==> src/rtl/fetch_stage.sv <==
// Instruction fetch stage: drives a single-outstanding-request instruction memory port
// and fills the IF/ID register, with a one-entry skid buffer and redirect handling.
module fetch_stage #(
    parameter logic [31:0] RESET_PC = 32'h0000_0000,
    parameter logic [31:0] NOP_INSN = 32'h0000_0013
) (
    input  logic        clk,
    input  logic        rst,
    output logic        imem_req,
    output logic [31:0] imem_addr,
    input  logic        imem_ready,
    input  logic [31:0] imem_rdata,
    input  logic        stall,
    input  logic        redirect,
    input  logic [31:0] redirect_pc,
    output logic [31:0] ir,
    output logic [31:0] pc_out,
    output logic [31:0] pc_plus4,
    output logic        ir_valid,
    output logic        misalign_err
);

    typedef enum logic [1:0] {FETCH, SKID, DISCARD} state_t;

    state_t      state_q, state_d;
    logic [31:0] pc_q, pc_d;
    logic [31:0] ir_q, ir_d;
    logic [31:0] pc_out_q, pc_out_d;
    logic [31:0] pc_plus4_q, pc_plus4_d;
    logic        ir_valid_q, ir_valid_d;
    logic        misalign_q, misalign_d;
    logic [31:0] skid_insn_q, skid_insn_d;
    logic [31:0] skid_pc_q, skid_pc_d;
    logic [31:0] disc_addr_q, disc_addr_d;

    logic accept;
    logic rsp;
    logic load;

    assign imem_req  = !rst && (state_q != SKID);
    assign imem_addr = (state_q == DISCARD) ? disc_addr_q : pc_q;
    assign accept    = !stall || !ir_valid_q;
    // A response only counts while a request is actually being presented.
    assign rsp       = imem_req && imem_ready;

    always_comb begin
        state_d     = state_q;
        pc_d        = pc_q;
        ir_d        = ir_q;
        pc_out_d    = pc_out_q;
        pc_plus4_d  = pc_plus4_q;
        ir_valid_d  = ir_valid_q;
        misalign_d  = 1'b0;
        skid_insn_d = skid_insn_q;
        skid_pc_d   = skid_pc_q;
        disc_addr_d = disc_addr_q;
        load        = 1'b0;

        if (redirect) begin
            ir_d        = NOP_INSN;
            ir_valid_d  = 1'b0;
            skid_insn_d = 32'h0;
            skid_pc_d   = 32'h0;
            pc_d        = {redirect_pc[31:2], 2'b00};
            misalign_d  = |redirect_pc[1:0];
            case (state_q)
                FETCH: begin
                    // Request still in flight: hold its address until it drains.
                    if (!rsp) begin
                        state_d     = DISCARD;
                        disc_addr_d = pc_q;
                    end
                end
                SKID:    state_d = FETCH;
                DISCARD: if (rsp) state_d = FETCH;
                default: state_d = FETCH;
            endcase
        end else begin
            case (state_q)
                FETCH: begin
                    if (rsp) begin
                        pc_d = pc_q + 32'd4;
                        if (accept) begin
                            load       = 1'b1;
                            ir_d       = imem_rdata;
                            pc_out_d   = pc_q;
                            pc_plus4_d = pc_q + 32'd4;
                            ir_valid_d = 1'b1;
                        end else begin
                            skid_insn_d = imem_rdata;
                            skid_pc_d   = pc_q;
                            state_d     = SKID;
                        end
                    end
                end
                SKID: begin
                    if (accept) begin
                        load        = 1'b1;
                        ir_d        = skid_insn_q;
                        pc_out_d    = skid_pc_q;
                        pc_plus4_d  = skid_pc_q + 32'd4;
                        ir_valid_d  = 1'b1;
                        skid_insn_d = 32'h0;
                        skid_pc_d   = 32'h0;
                        state_d     = FETCH;
                    end
                end
                DISCARD: if (rsp) state_d = FETCH;
                default: state_d = FETCH;
            endcase

            // Decode consumed ir and nothing replaced it: insert a bubble.
            if (!load && ir_valid_q && !stall) begin
                ir_d       = NOP_INSN;
                ir_valid_d = 1'b0;
            end
        end
    end

    always_ff @(posedge clk) begin
        if (rst) begin
            state_q     <= FETCH;
            pc_q        <= RESET_PC;
            ir_q        <= NOP_INSN;
            pc_out_q    <= 32'h0;
            pc_plus4_q  <= 32'h0;
            ir_valid_q  <= 1'b0;
            misalign_q  <= 1'b0;
            skid_insn_q <= 32'h0;
            skid_pc_q   <= 32'h0;
            disc_addr_q <= 32'h0;
        end else begin
            state_q     <= state_d;
            pc_q        <= pc_d;
            ir_q        <= ir_d;
            pc_out_q    <= pc_out_d;
            pc_plus4_q  <= pc_plus4_d;
            ir_valid_q  <= ir_valid_d;
            misalign_q  <= misalign_d;
            skid_insn_q <= skid_insn_d;
            skid_pc_q   <= skid_pc_d;
            disc_addr_q <= disc_addr_d;
        end
    end

    assign ir           = ir_q;
    assign pc_out       = pc_out_q;
    assign pc_plus4     = pc_plus4_q;
    assign ir_valid     = ir_valid_q;
    assign misalign_err = misalign_q;

endmodule

==> config.mk <==
export PLATFORM = sky130hd
export DESIGN_NAME = fetch_stage
export DESIGN_NICKNAME = d
export VERILOG_FILES = /design/src/rtl/fetch_stage.sv
export SDC_FILE = /design/constraint.sdc
export NUM_CORES = 1
export LEC_CHECK = 0
export BUFFER_PORTS_ARGS = -buffer_cell sky130_fd_sc_hd__clkbuf_2
export CORE_MARGIN = 4
export CORE_UTILIZATION = 33
export DETAILED_ROUTE_END_ITERATION = 7
export PLACE_DENSITY_LB_ADDON = 0.05
export RECOVER_POWER = 50
export SYNTH_ARGS = -nofsm -noshare
export SYNTH_HDL_FRONTEND = slang
export SYNTH_SLANG_ARGS = --single-unit
==> constraint.sdc <==
create_clock -name clk -period 2.78 [get_ports clk]
set_clock_uncertainty 0.2 [all_clocks]
set_input_delay 0.417 -clock clk [delete_from_list [all_inputs] [get_ports clk]]
set_output_delay 0.417 -clock clk [all_outputs]
set_load 0.03 [all_outputs]
==> flow_results.org, run 1 <==
** Pwr
- Post-route total power :: 7.94 mW
- Power density over the cells :: 588 mW/mm^2
- Leakage power summed over all cells :: 4.81 nW
- Max rail drop VDD :: 0.558 mV

** Worst setup path
- Critical path launch point :: state_q[0]
- Dominant delay contributor by cell family on the critical path :: buffers and inverters
- Of all nets on the critical path, the largest fanout is 30.
- At the worst endpoint, the required time is 2.16 ns.
- The critical path contains buffers and inverters numbering 3 combined.
- The worst setup path is of the register to primary output kind.
- Critical path capture point type :: primary output
- Critical register-to-register path startpoint :: pc_q[2]
- For the worst setup path, the data arrival time is 2.06 ns.
- The signal on the critical path passes through buf_4 > nand2b_1 > buf_12 > mux2_2 > clkbuf_2.
- The largest single stage delay on the critical path is 0.38 ns.
- Critical Path Slowest Stage Cell :: sky130_fd_sc_hd__mux2_2
- STA classifies the critical path startpoint as a register.

** Die
- After floorplanning, the core was divided into 65 placement rows.
- Vertical die dimension :: 187 um
- Die Span X :: 187 um
- For this design the top-level I/O count stands at 200.
- The die covers 0.0351 mm^2.
- Effective utilization at floorplan :: 33.6%
- Placeable core region :: 0.0316 mm^2

** Min path
- Worst min-delay path startpoint :: redirect_pc[27]
- Hold/Removal Path Class :: input pin to register

** Logic synthesis
- Async set-reset flop share out of synthesis :: 0%
- Post-synthesis instance total :: 1313
- In this run, distinct cell masters in the synthesized netlist total 65.
- Sequential element share of the synthesized area :: 41.1%
- Cell Area, Synth :: 0.0106 mm^2
- The Yosys step of the flow raised 0 warnings.
- Synth Area per Inst :: 8.09 um^2
- In this run, synthesis produced a sequential element count of 218.
- Counting flops with a built-in enable in the synthesized netlist gives 0.
- Among all flip-flop cells after synthesis, the most frequent one is sky130_fd_sc_hd__dfxtp_1.

** STA
- Setup violations remaining at the end of the flow were counted as 0.
- Final total negative setup slack :: 0 ns
- RSZ-0062 raised after global routing :: false
- The hold violation total from the final report is 1.
- After layout, the minimum clock period comes to 2.67 ns.
- On the final layout, the worst hold slack is -0.00231 ns.
- Static timing analysis puts the maximum clock frequency at 374 MHz.
- Worst slew pin tran :: 0.815 ns
- Headroom to the max-slew limit :: 45.6%
- Final critical-path share of the clock period :: 96.1%
- Count of pins over their slew limit :: 0

** Clock tree
- The later pin in the worst-skew pair is clocked with a latency of 0.53 ns.
- CTS built an H-tree with a depth of 1.
- CTS placed an instance of sky130_fd_sc_hd__clkbuf_16 at the clock tree root.
- Number of buffers on the longest clock path :: 3
- Buffer count from post-CTS setup fixing :: 0
- TritonCTS built the clock tree.
- Clock slew seen by the registers of the worst setup and hold paths :: 0.06 ns
- For this design, the sink count on the clock tree is 218.
- Buffers inserted during clock tree synthesis total 26.

** GRT
- GR Overflow Total :: 0
- The first global-routing pass estimated 59800 um of wire.
- Via count of the first global-routing pass :: 9898
- Global routing consumed, over all layers together, 20.8% of the routing resources.
- Antenna violations before repair :: 0
- Maximum number of pins on one net before global-route repair :: 65

** Placement
- Counting tap cells, the placed design contains a total of 1841 instances.
- Final RePlAce weighted congestion :: 0.866
- HPWL after DPL :: 25800 um
- Port buffer count :: 193

** Route
- Antenna Violating Nets Remaining :: 0
- Number of vias per cell :: 5.27
- Drt wl/cell :: 19.3 um
- Post-detailed-route DRC marker count :: 0
- The first routing iteration left 819 violations.
- The final route contains 10300 vias.
- The first detailed-routing pass ran for 5 iterations.
- After detailed routing, the total wire length is 37700 um.

** Final layout
- Fraction of final layout cells with drive strength greater than 1 :: 17.4%
- The repair_antennas step left the layout with diodes totalling 0.
- Synth-to-layout area growth :: 27.3%
- Net total in the final layout :: 1600
- Number of inserted filler cells in the final layout :: 3264
- Number of standard cells in the final layout excluding fillers :: 1951

** Status
- The checks that failed: hold timing.
- Outcome :: finished with violations

** Flow run
- Number of maximum-capacitance constraint violations :: 0
-- placed cells by master, fill, tap and decap left out, types with 10 or more instances in the layout --
| cell type | netlist | layout |
|---|---|---|
| sky130_fd_sc_hd__nor4_2 | 11 | 12 |
| sky130_fd_sc_hd__buf_4 | 10 | 56 |
| sky130_fd_sc_hd__xnor2_1 | 32 | 32 |
| sky130_fd_sc_hd__a22oi_1 | 51 | 51 |
| sky130_fd_sc_hd__nand3_1 | 32 | 32 |
| sky130_fd_sc_hd__a211oi_1 | 13 | 13 |
| sky130_fd_sc_hd__a32oi_1 | 11 | 11 |
| sky130_fd_sc_hd__o211ai_1 | 12 | 12 |
| sky130_fd_sc_hd__nand4_1 | 22 | 22 |
| sky130_fd_sc_hd__nor2_1 | 161 | 162 |
| sky130_fd_sc_hd__clkbuf_2 | 1 | 101 |
| sky130_fd_sc_hd__nand2_1 | 246 | 244 |
| sky130_fd_sc_hd__nor3_1 | 37 | 37 |
| sky130_fd_sc_hd__xor2_1 | 17 | 17 |
| sky130_fd_sc_hd__or3_1 | 10 | 10 |
| sky130_fd_sc_hd__dfxtp_1 | 218 | 218 |
| sky130_fd_sc_hd__clkbuf_1 | 84 | 102 |
| sky130_fd_sc_hd__clkbuf_16 | 0 | 27 |
| sky130_fd_sc_hd__mux2_2 | 30 | 30 |
| sky130_fd_sc_hd__o21ai_0 | 19 | 19 |
| sky130_fd_sc_hd__nor4_1 | 21 | 20 |
| sky130_fd_sc_hd__a311oi_1 | 64 | 64 |
| sky130_fd_sc_hd__dlygate4sd3_1 | 0 | 62 |
| sky130_fd_sc_hd__a21oi_1 | 52 | 50 |
| sky130_fd_sc_hd__o31a_1 | 12 | 12 |
-- power by group --
group	internal, mW	switching (mW)	leakage (nW)
registers	3.22	0.0882	1.77
clock network	2.31	1.37	0.459
logic	0.334	0.625	2.58
total	5.86	2.08	4.81
-- worst min-delay path, delay by kind of cell --
kind	cells	cell delay, ns
AOI/OAI and AO/OA	1	0.06
and+or+nand+nor	1	0.12
buffers and inverters	1	0.08
-- synth_stat cells (13+ instances only) --
cell type | instances | share of area, %
sky130_fd_sc_hd__dfxtp_1 | 218 | 41
sky130_fd_sc_hd__a211oi_1 | 13 | 0.92
sky130_fd_sc_hd__buf_2 | 23 | 1.1
sky130_fd_sc_hd__a21oi_1 | 52 | 2.5
sky130_fd_sc_hd__nor2_1 | 161 | 5.7
sky130_fd_sc_hd__nand4_1 | 22 | 1.3
sky130_fd_sc_hd__mux2_2 | 30 | 3.2
sky130_fd_sc_hd__xor2_1 | 17 | 1.4
sky130_fd_sc_hd__nor4_1 | 21 | 1.2
sky130_fd_sc_hd__nand2_1 | 246 | 8.7
sky130_fd_sc_hd__xnor2_1 | 32 | 2.6
sky130_fd_sc_hd__o21ai_0 | 19 | 0.90
sky130_fd_sc_hd__a311oi_1 | 64 | 5.3
sky130_fd_sc_hd__a22oi_1 | 51 | 3.6
sky130_fd_sc_hd__nand3_1 | 32 | 1.5
sky130_fd_sc_hd__buf_1 | 18 | 0.64
sky130_fd_sc_hd__clkbuf_1 | 84 | 3.0
sky130_fd_sc_hd__nor3_1 | 37 | 1.7
-- registers in the layout (all words and copies together) (netlist names) --
register / cells
pc_q: 30
ir: 32
pc_out: 30
pc_plus4: 30
skid_insn_q: 32
state_q: 2
ir_valid: 1
misalign_err: 1
skid_pc_q: 30
disc_addr_q: 30
-- layout make-up --
type	count	area (um^2)	area share [%]
repair buffers	322	2030	15.0
well taps	402	503	3.72
clock buffers	38	777	5.75
clock inverters	10	156	1.16
inverters	10	37.5	0.278
multi-input cells	951	5650	41.8
flip-flops and latches	218	4360	32.3
-- worst paths after layout --
kind,end,slack (ns),cells after the start
worst max-delay path,imem_addr[19],0.11,5
worst min-delay path,pc_q[27],-0.002,3
worst max register to register,pc_q[30],0.28,6
worst min register to register,disc_addr_q[8],0.25,2
-- routing by layer --
layer / vias up / global-route usage, % / routed length (um)
li1: 5116 / - / -
met1: 4843 / 31.7 / 18900
met2: 283 / 31.8 / 16200
met3: 41 / 2.63 / 1940
met4: 0 / 3.75 / 608
met5: - / 0 / 0
-- timing repair --
action,4_1_cts,5_1_grt
gates resized for setup,0,1
endpoints found under the hold margin,89,0
hold buffers,62,0
endpoints found under the setup margin,0,1
-- cell families after synthesis --
logic type	count (synthesis)	share of synthesized area, %
buffers and inverters	149	6.12
adders and majority gates	2	0.236
muxes	34	3.56
and+or+nand+nor	580	25.5
xor gates and xnor gates	49	4.04
AOI/OAI and AO/OA	280	19.5
DFF	218	41.1
other	1	0.0353
-- stage by stage --
step	utilization (%)	hold WS, ns	area (um^2)	worst slack [ns]
finish	42.7	-0.00231	13500	0.108
global route	42.7	0.00113	13500	0.0209
CTS	43.2	0.000643	13700	0.0650
detailed placement	38.3	0.247	12100	0.210
global placement	38.3	0.239	12100	0.296
floorplan	-	0.234	10600	0.427
(Power assumes the default switching activity.)
==> inputs of run 2 (changes only) <==
--- a/config.mk
+++ b/config.mk
@@ -8,9 +8,11 @@
 export BUFFER_PORTS_ARGS = -buffer_cell sky130_fd_sc_hd__clkbuf_2
 export CORE_MARGIN = 4
 export CORE_UTILIZATION = 33
+export CTS_BUF_LIST = sky130_fd_sc_hd__clkbuf_4
 export DETAILED_ROUTE_END_ITERATION = 7
 export PLACE_DENSITY_LB_ADDON = 0.05
 export RECOVER_POWER = 50
+export SETUP_SLACK_MARGIN = 0.4
 export SYNTH_ARGS = -nofsm -noshare
 export SYNTH_HDL_FRONTEND = slang
 export SYNTH_SLANG_ARGS = --single-unit
==> run 2 against run 1 <==
Effect of this change: the run now ends clean; worst hold slack better by 0.10 ns; non-clock buffer count is 15 higher; critical path depth is 1 higher; combinational power is 7% higher; worst setup slack better by 0.025 ns; sequential share of layout area is 0.86 points lower; die area stayed put; sequential power hardly changed; critical endpoint is now imem_addr[18]; largest power group is now sequential cells.
==> flow_results.org, run 2 (same netlist as run 1, synthesis figures left out) <==
** Status
- Outcome :: finished clean

** Die
- The count of standard-cell rows was 65 (unchanged).
- The I/O pin count is 200 (unchanged).
- Placeable core region :: 0.0316 mm^2 (unchanged)
- The horizontal die dimension is 187 um (unchanged).
- Effective utilization at floorplan :: 33.6% (unchanged)
- Area of the die :: 0.0351 mm^2 (unchanged)
- The overall die height was 187 um (unchanged).

** STA
- Headroom to the max-slew limit :: 45.3% (-0.39 points)
- The share of the clock period used by the worst path after layout is 95.2% (-0.91 points).
- The worst path setup slack after routing is 0.133 ns (+0.0254 ns).
- The actual slew at the worst max-slew pin is 0.821 ns (+0.00584 ns).
- The hold violation total from the final report came to 0 (-1).
- The number of pins exceeding their max-slew limit in the final report came to 0 (unchanged).
- The count of endpoints failing setup in the final report is 0 (unchanged).
- Final total negative setup slack :: 0 ns (unchanged)
- The peak clock frequency supported by timing came to 378 MHz (+0.96%).
- RSZ-0062 raised after global routing :: true
- Hold slack :: 0.101 ns (+0.103 ns)
- The shortest clock period the worst path allows after layout is 2.65 ns (-0.0254 ns).

** Route
- The residual antenna-violating net count after detailed routing was 0 (unchanged).
- The number of vias after detailed routing was 10700 (+4.2%).
- The violation count after the first detailed-routing iteration was 654 (-20%).
- Post-detailed-route DRC marker count :: 0 (unchanged)
- The total detailed-routing wirelength was 38900 um (+3.2%).
- Number of vias per cell :: 5.27 (about the same)
- 1st-pass router iterations :: 5 (unchanged)
- Drt wl/cell :: 19.1 um (-0.94%)

** Clock tree
- TritonCTS clock tree :: done
- The total clock buffers created by CTS was 67 (+160%).
- The insertion delay to the later sink of the worst-skew pair came to 0.66 ns (+0.13 ns).
- Number of buffers on the longest clock path :: 3 (unchanged)
- The tree is rooted in a sky130_fd_sc_hd__clkbuf_4.
- Clock slew seen by the registers of the worst setup and hold paths :: 0.06 ns (about the same)
- # clock sinks :: 218 (unchanged)
- The H-tree depth came to 3 (+2).

** GRT
- The residual overflow from global routing is 0 (unchanged).
- The initial antenna violation count is 1 (+1).
- Via count of the first global-routing pass :: 10400 (+4.8%)
- The wire length of the first global-routing pass came to 61100 um (+2.2%).
- Maximum number of pins on one net before global-route repair :: 65 (unchanged)
- The global-route usage over all layers is 21.5% (+0.68 points).

** Min path
- Hold/Removal Path Class :: input pin to register

** Final layout
- The post-route core utilization is 44.0% (+1.3 points).
- Area used by multi-input combinational logic :: 0.00581 mm^2 (+2.9%)
- The top cell types in the final layout, fill and taps aside, are 243 x sky130_fd_sc_hd__nand2_1, 210 x sky130_fd_sc_hd__dfxtp_1, 161 x sky130_fd_sc_hd__nor2_1.
- Number of inserted filler cells in the final layout :: 3278 (+0.43%)
- The area occupied by registers came to 0.00438 mm^2 (+0.34%).
- Synth-to-layout area growth :: 31.2%
- Number of standard cells in the final layout excluding fillers :: 2033 (+4.2%)
- The post-layout instance area came to 0.0139 mm^2 (+3.1%).
- The fraction of final layout cells sized beyond drive strength 1 came to 22.0% (+4.6 points).
- The number of nets in the final layout came to 1656 (+3.5%).
- Most common library cell in the layout ignoring fill and taps :: sky130_fd_sc_hd__nand2_1

** Placement
- The port buffer count is 193 (unchanged).
- Placed cell count :: 1841 (unchanged)
- The total placed instance area was 0.0121 mm^2 (unchanged).
- HPWL after DPL :: 25800 um (unchanged)
- Final RePlAce weighted congestion :: 0.866 (unchanged)
- The worst setup slack before clock tree synthesis was 0.210 ns (unchanged).

** Worst setup path
- Critical Path Fanout Max :: 8 (-73%)
- The critical path is of the register to primary output type.
- STA classifies the critical path endpoint as a primary output.
- Arrival time reported for the critical path endpoint :: 2.03 ns (-0.03 ns)
- The worst setup path is launched from a register.
- The required time reported for the critical path endpoint was 2.16 ns (about the same).

** Pwr
- Max rail drop VDD :: 0.213 mV (-62%)
- Post-route total power :: 7.46 mW (-6.1%)
- Power density over the cells :: 536 mW/mm^2 (-8.9%)
- The total leakage power came to 5.12 nW (+6.5%).

** Flow run
- The reported max-cap violation count was 0 (unchanged).
==> run 2: cell count changes in the layout (fill, tap and decap cells not counted), sizes merged <==
| cell | delta |
|---|---|
| buf | +26 |
| inv | +2 |
| bufinv | -3 |
| clkinvlp | +1 |
| clkbuf | +44 |
| dlygate4sd3 | +4 |
| clkinv | +7 |
| diode | +1 |
==> run 2: cell type report <==
| cell class | count | area share (%) |
|---|---|---|
| multi-input cells | 951 | 41.7 |
| clock inverters | 17 | 0.736 |
| flip-flops and latches | 218 | 31.4 |
| diodes | 1 | 0.0180 |
| well taps | 402 | 3.61 |
| clock buffers | 97 | 5.23 |
| repair buffers | 337 | 17.0 |
| inverters | 10 | 0.269 |
==> run 2: timing repair <==
| item | in CTS | in global routing |
|---|---|---|
| gates cloned | 2 | 0 |
| hold endpoints to repair | 96 | 0 |
| setup endpoints to repair | 40 | 79 |
| pin swaps | 1 | 5 |
| resized for setup | 53 | 60 |
| buffers inserted | 5 | 4 |
| hold buffers | 66 | 0 |
==> run 2: power by group <==
group,leakage (nW),switching [mW],internal [mW]
clock network,0.493,1.42,1.69
registers,1.78,0.0907,3.23
logic,2.85,0.646,0.388
==> run 2: final timing paths <==
kind	startpoint	end	slack, ns	cells after the start
worst max-delay path	state_q[0]	imem_addr[18]	0.13	6
worst min-delay path	redirect	pc_q[7]	0.10	4
worst max register to register	pc_q[10]	pc_plus4[23]	0.17	7
worst min register to register	disc_addr_q[2]	disc_addr_q[2]	0.25	2
==> run 2: per-layer routing <==
| metal | vias up | GRT usage, % | wire length, um |
|---|---|---|---|
| li1 | 5265 | - | - |
| met1 | 5043 | 31.2 | 18800 |
| met2 | 366 | 32.9 | 17200 |
| met3 | 38 | 3.98 | 2230 |
| met4 | 0 | 5.65 | 619 |
| met5 | - | 0 | 0 |
==> run 2: worst max-delay path: stages (launching register included) <==
cell	delay (ns)
sky130_fd_sc_hd__dfxtp_1	0.35
sky130_fd_sc_hd__buf_6	0.11
sky130_fd_sc_hd__nand2b_4	0.17
sky130_fd_sc_hd__buf_6	0.12
sky130_fd_sc_hd__buf_16	0.13
sky130_fd_sc_hd__mux2_2	0.35
sky130_fd_sc_hd__buf_6	0.14
==> inputs of run 3 (changes only) <==
--- a/config.mk
+++ b/config.mk
@@ -8,7 +8,7 @@
 export BUFFER_PORTS_ARGS = -buffer_cell sky130_fd_sc_hd__clkbuf_2
 export CORE_MARGIN = 4
 export CORE_UTILIZATION = 33
-export CTS_BUF_LIST = sky130_fd_sc_hd__clkbuf_4
+export CTS_BUF_LIST = sky130_fd_sc_hd__clkbuf_8
 export DETAILED_ROUTE_END_ITERATION = 7
 export PLACE_DENSITY_LB_ADDON = 0.05
 export RECOVER_POWER = 50
==> run 3 against run 2 <==
Effect of this change: the flow now finishes with violations (capacitance limit, slew limit); worst setup slack better by 0.11 ns; sequential power about the same; combinational power about the same; critical path depth unchanged; non-clock buffer count up 1; critical path type is now register to register; largest power group is now the clock network.
==> flow_results.org, run 3 (same netlist as run 1, synthesis figures left out) <==
** Status
- Outcome :: finished with violations
- The final reports fail on capacitance limit, slew limit.

** Die
- The count of standard-cell rows is 65 (unchanged).
- The initial standard-cell utilization of the core came to 33.6% (unchanged).
- Die Span X :: 187 um (unchanged)
- Vertical die dimension :: 187 um (unchanged)
- The standard cell core area is 0.0316 mm^2 (unchanged).
- The area of the die came to 0.0351 mm^2 (unchanged).
- Number of primary I/O pins :: 200 (unchanged)

** Route
- Post-detailed-route DRC marker count :: 0 (unchanged)
- The iteration count of the initial detailed-routing pass was 5 (unchanged).
- Number of vias per cell :: 5.29 (+0.35%)
- Antenna Violating Nets Remaining :: 0 (unchanged)
- The total detailed-routing wirelength is 39000 um (+0.20%).
- The number of vias after detailed routing was 10500 (-1.6%).
- Drt wl/cell :: 19.6 um (+2.2%)
- The violation count after the first detailed-routing iteration is 754 (+15%).

** GRT
- Global-route wire length before repair :: 60900 um (-0.22%)
- GR Overflow Total :: 0 (unchanged)
- Maximum number of pins on one net before global-route repair :: 65 (unchanged)
- The number of global-route vias before repair is 10200 (-2.0%).
- Antenna violations before repair :: 0 (-1)
- Overall Global Routing Usage :: 21.4% (-0.13 points)

** STA
- Time the worst path needs with I/O delays and setup :: 2.54 ns (-0.107 ns)
- Final Hold Fails :: 0 (unchanged)
- Final critical-path share of the clock period :: 91.4% (-3.8 points)
- The count of endpoints failing setup in the final report was 0 (unchanged).
- The relative max-transition margin was -0.872% (-46 points).
- Count of pins over their slew limit :: 65 (+65)
- The actual slew at the worst max-slew pin is 1.51 ns (+0.692 ns).
- RSZ-0062 raised after global routing :: true
- The final hold slack is 0.206 ns (+0.105 ns).
- Crit path setup slack, layout :: 0.240 ns (+0.107 ns)
- The post-route setup TNS was 0 ns (unchanged).
- Achievable frequency :: 394 MHz (+4.2%)

** Final layout
- Top library cells by usage in the layout, fill and taps aside :: 244 x sky130_fd_sc_hd__nand2_1, 209 x sky130_fd_sc_hd__dfxtp_1, 161 x sky130_fd_sc_hd__nor2_1
- Compared with the post-synthesis result, the final layout area differs by 31.9%.
- Fraction of final layout cells with drive strength greater than 1 :: 20.0% (-2.0 points)
- The post-layout instance area came to 0.0140 mm^2 (+0.53%).
- The number of standard cells in the final layout excluding fillers was 1994 (-1.9%).
- The layout filler cell count was 3250 (-0.85%).
- Antenna cell count :: 0 (-1)
- The library cell used most frequently in the layout, excluding fill and tap cells, is sky130_fd_sc_hd__nand2_1.
- Net total in the final layout :: 1632 (-1.4%)

** Placement
- The total placed cells including tap cells came to 1841 (unchanged).
- Port buffer count :: 193 (unchanged)
- HPWL after DPL :: 25800 um (unchanged)
- The total placed instance area is 0.0121 mm^2 (unchanged).
- The worst setup slack before clock tree synthesis was 0.210 ns (unchanged).
- The placer's final routability congestion estimate is 0.866 (unchanged).

** Worst setup path
- The required time reported for the critical path endpoint was 3.01 ns (+0.85 ns).
- The worst setup path is launched from a register.
- Max incr delay on CP :: 0.62 ns (+0.27 ns)
- The critical path in this run is classified as register to register.
- The largest fanout on the critical path was 7 (-1).
- Arrival time reported for the critical path endpoint :: 2.77 ns (+0.74 ns)
- Traced cell by cell, the critical path runs through clkbuf_1 > nand3_1 > or4_1 > o31a_1 > nor3_1 > o31ai_1.
- Dominant delay contributor by cell family on the critical path :: simple AND/OR/NAND/NOR gates
- Critical Path Slowest Stage Cell :: sky130_fd_sc_hd__or4_1
- Critical path buffer and inverter count :: 1 (-3)
- The worst setup path is captured at a register.

** Clock tree
- The number of buffers between clock root and the deepest sink was 3 (unchanged).
- Number of clock buffers inserted by TritonCTS :: 42 (-37%)
- TritonCTS clock tree :: done
- The H-tree depth was 2 (-1).
- In this run the clock root is driven by a sky130_fd_sc_hd__clkbuf_8.
- # clock sinks :: 218 (unchanged)
- The clock-pin slew on the worst setup and hold paths came to 0.05 ns (about the same).
- The insertion delay to the later sink of the worst-skew pair was 0.54 ns (-0.12 ns).

** Min path
- Hold/Removal Path Class :: input pin to register

** Flow run
- The reported max-cap violation count was 1 (+1).

** Pwr
- Power density over the cells :: 552 mW/mm^2 (+3.0%)
- The worst-case vdd ir drop is 0.240 mV (+13%).
- The total leakage power is 5.15 nW (+0.52%).
-- run 3: changes by cell type in the layout (fill, tap and decap cells not counted), sizes merged --
cell	change
buf	+3
clkbuf	-40
clkinv	-9
clkinvlp	-2
diode	-1
inv	+10
-- run 3: metal layers --
metal | up-vias | global-route usage (%) | wire length, um | share of wire [%]
met2 | 316 | 33.0 | 17200 | 44
met4 | 0 | 4.80 | 702 | 1.8
met3 | 50 | 3.32 | 1900 | 4.9
li1 | 5187 | - | - | -
met5 | - | 0 | 0 | 0
met1 | 4990 | 31.5 | 19200 | 49
-- run 3: final timing paths --
check / from / end / slack, ns / depth (start not counted)
max: pc_q[4] / pc_plus4[21] / 0.24 / 6
min: redirect / pc_q[30] / 0.21 / 4
max reg2reg: pc_q[4] / pc_plus4[21] / 0.24 / 6
min reg2reg: disc_addr_q[5] / disc_addr_q[5] / 0.25 / 2
-- run 3: final cells by class --
cell class | count | area, um^2 | area share (%)
Multi-Input combinational cell | 951 | 5810 | 41.4
Sequential cell | 218 | 4380 | 31.3
Inverter | 10 | 37.5 | 0.268
Timing Repair Buffer | 338 | 2380 | 17.0
Clock buffer | 59 | 812 | 5.80
Tap cell | 402 | 503 | 3.59
Clock inverter | 16 | 88.8 | 0.634
-- run 3: power breakdown --
part / internal (mW) / switching [mW] / total (mW)
combinational: 0.391 / 0.645 / 1.04
clock: 1.96 / 1.41 / 3.37
sequential: 3.23 / 0.0903 / 3.32
total: 5.58 / 2.15 / 7.73
-- run 3: worst register-to-register path, cell delays in order (launching register included) --
cell and delay (ns):
sky130_fd_sc_hd__dfxtp_1 0.40, sky130_fd_sc_hd__clkbuf_1 0.40, sky130_fd_sc_hd__nand3_1 0.20, sky130_fd_sc_hd__or4_1 0.62, sky130_fd_sc_hd__o31a_1 0.32, sky130_fd_sc_hd__nor3_1 0.21
sky130_fd_sc_hd__o31ai_1 0.09
-- run 3: repair_timing --
item                                    CTS  global route
resized for setup                        50            61
pin swaps                                 0             4
hold buffers                             66             0
endpoints found under the hold margin    93             0
gates cloned                              2             0
endpoints found under the setup margin   35            57
setup buffers                             4             6
-- run 3: stage by stage --
stage	util (%)	total power [mW]
floorplan	-	3.95
global placement	38.3	4.30
detailed placement	38.3	4.30
CTS	44.0	7.82
global route	44.3	8.06
finish	44.3	7.73
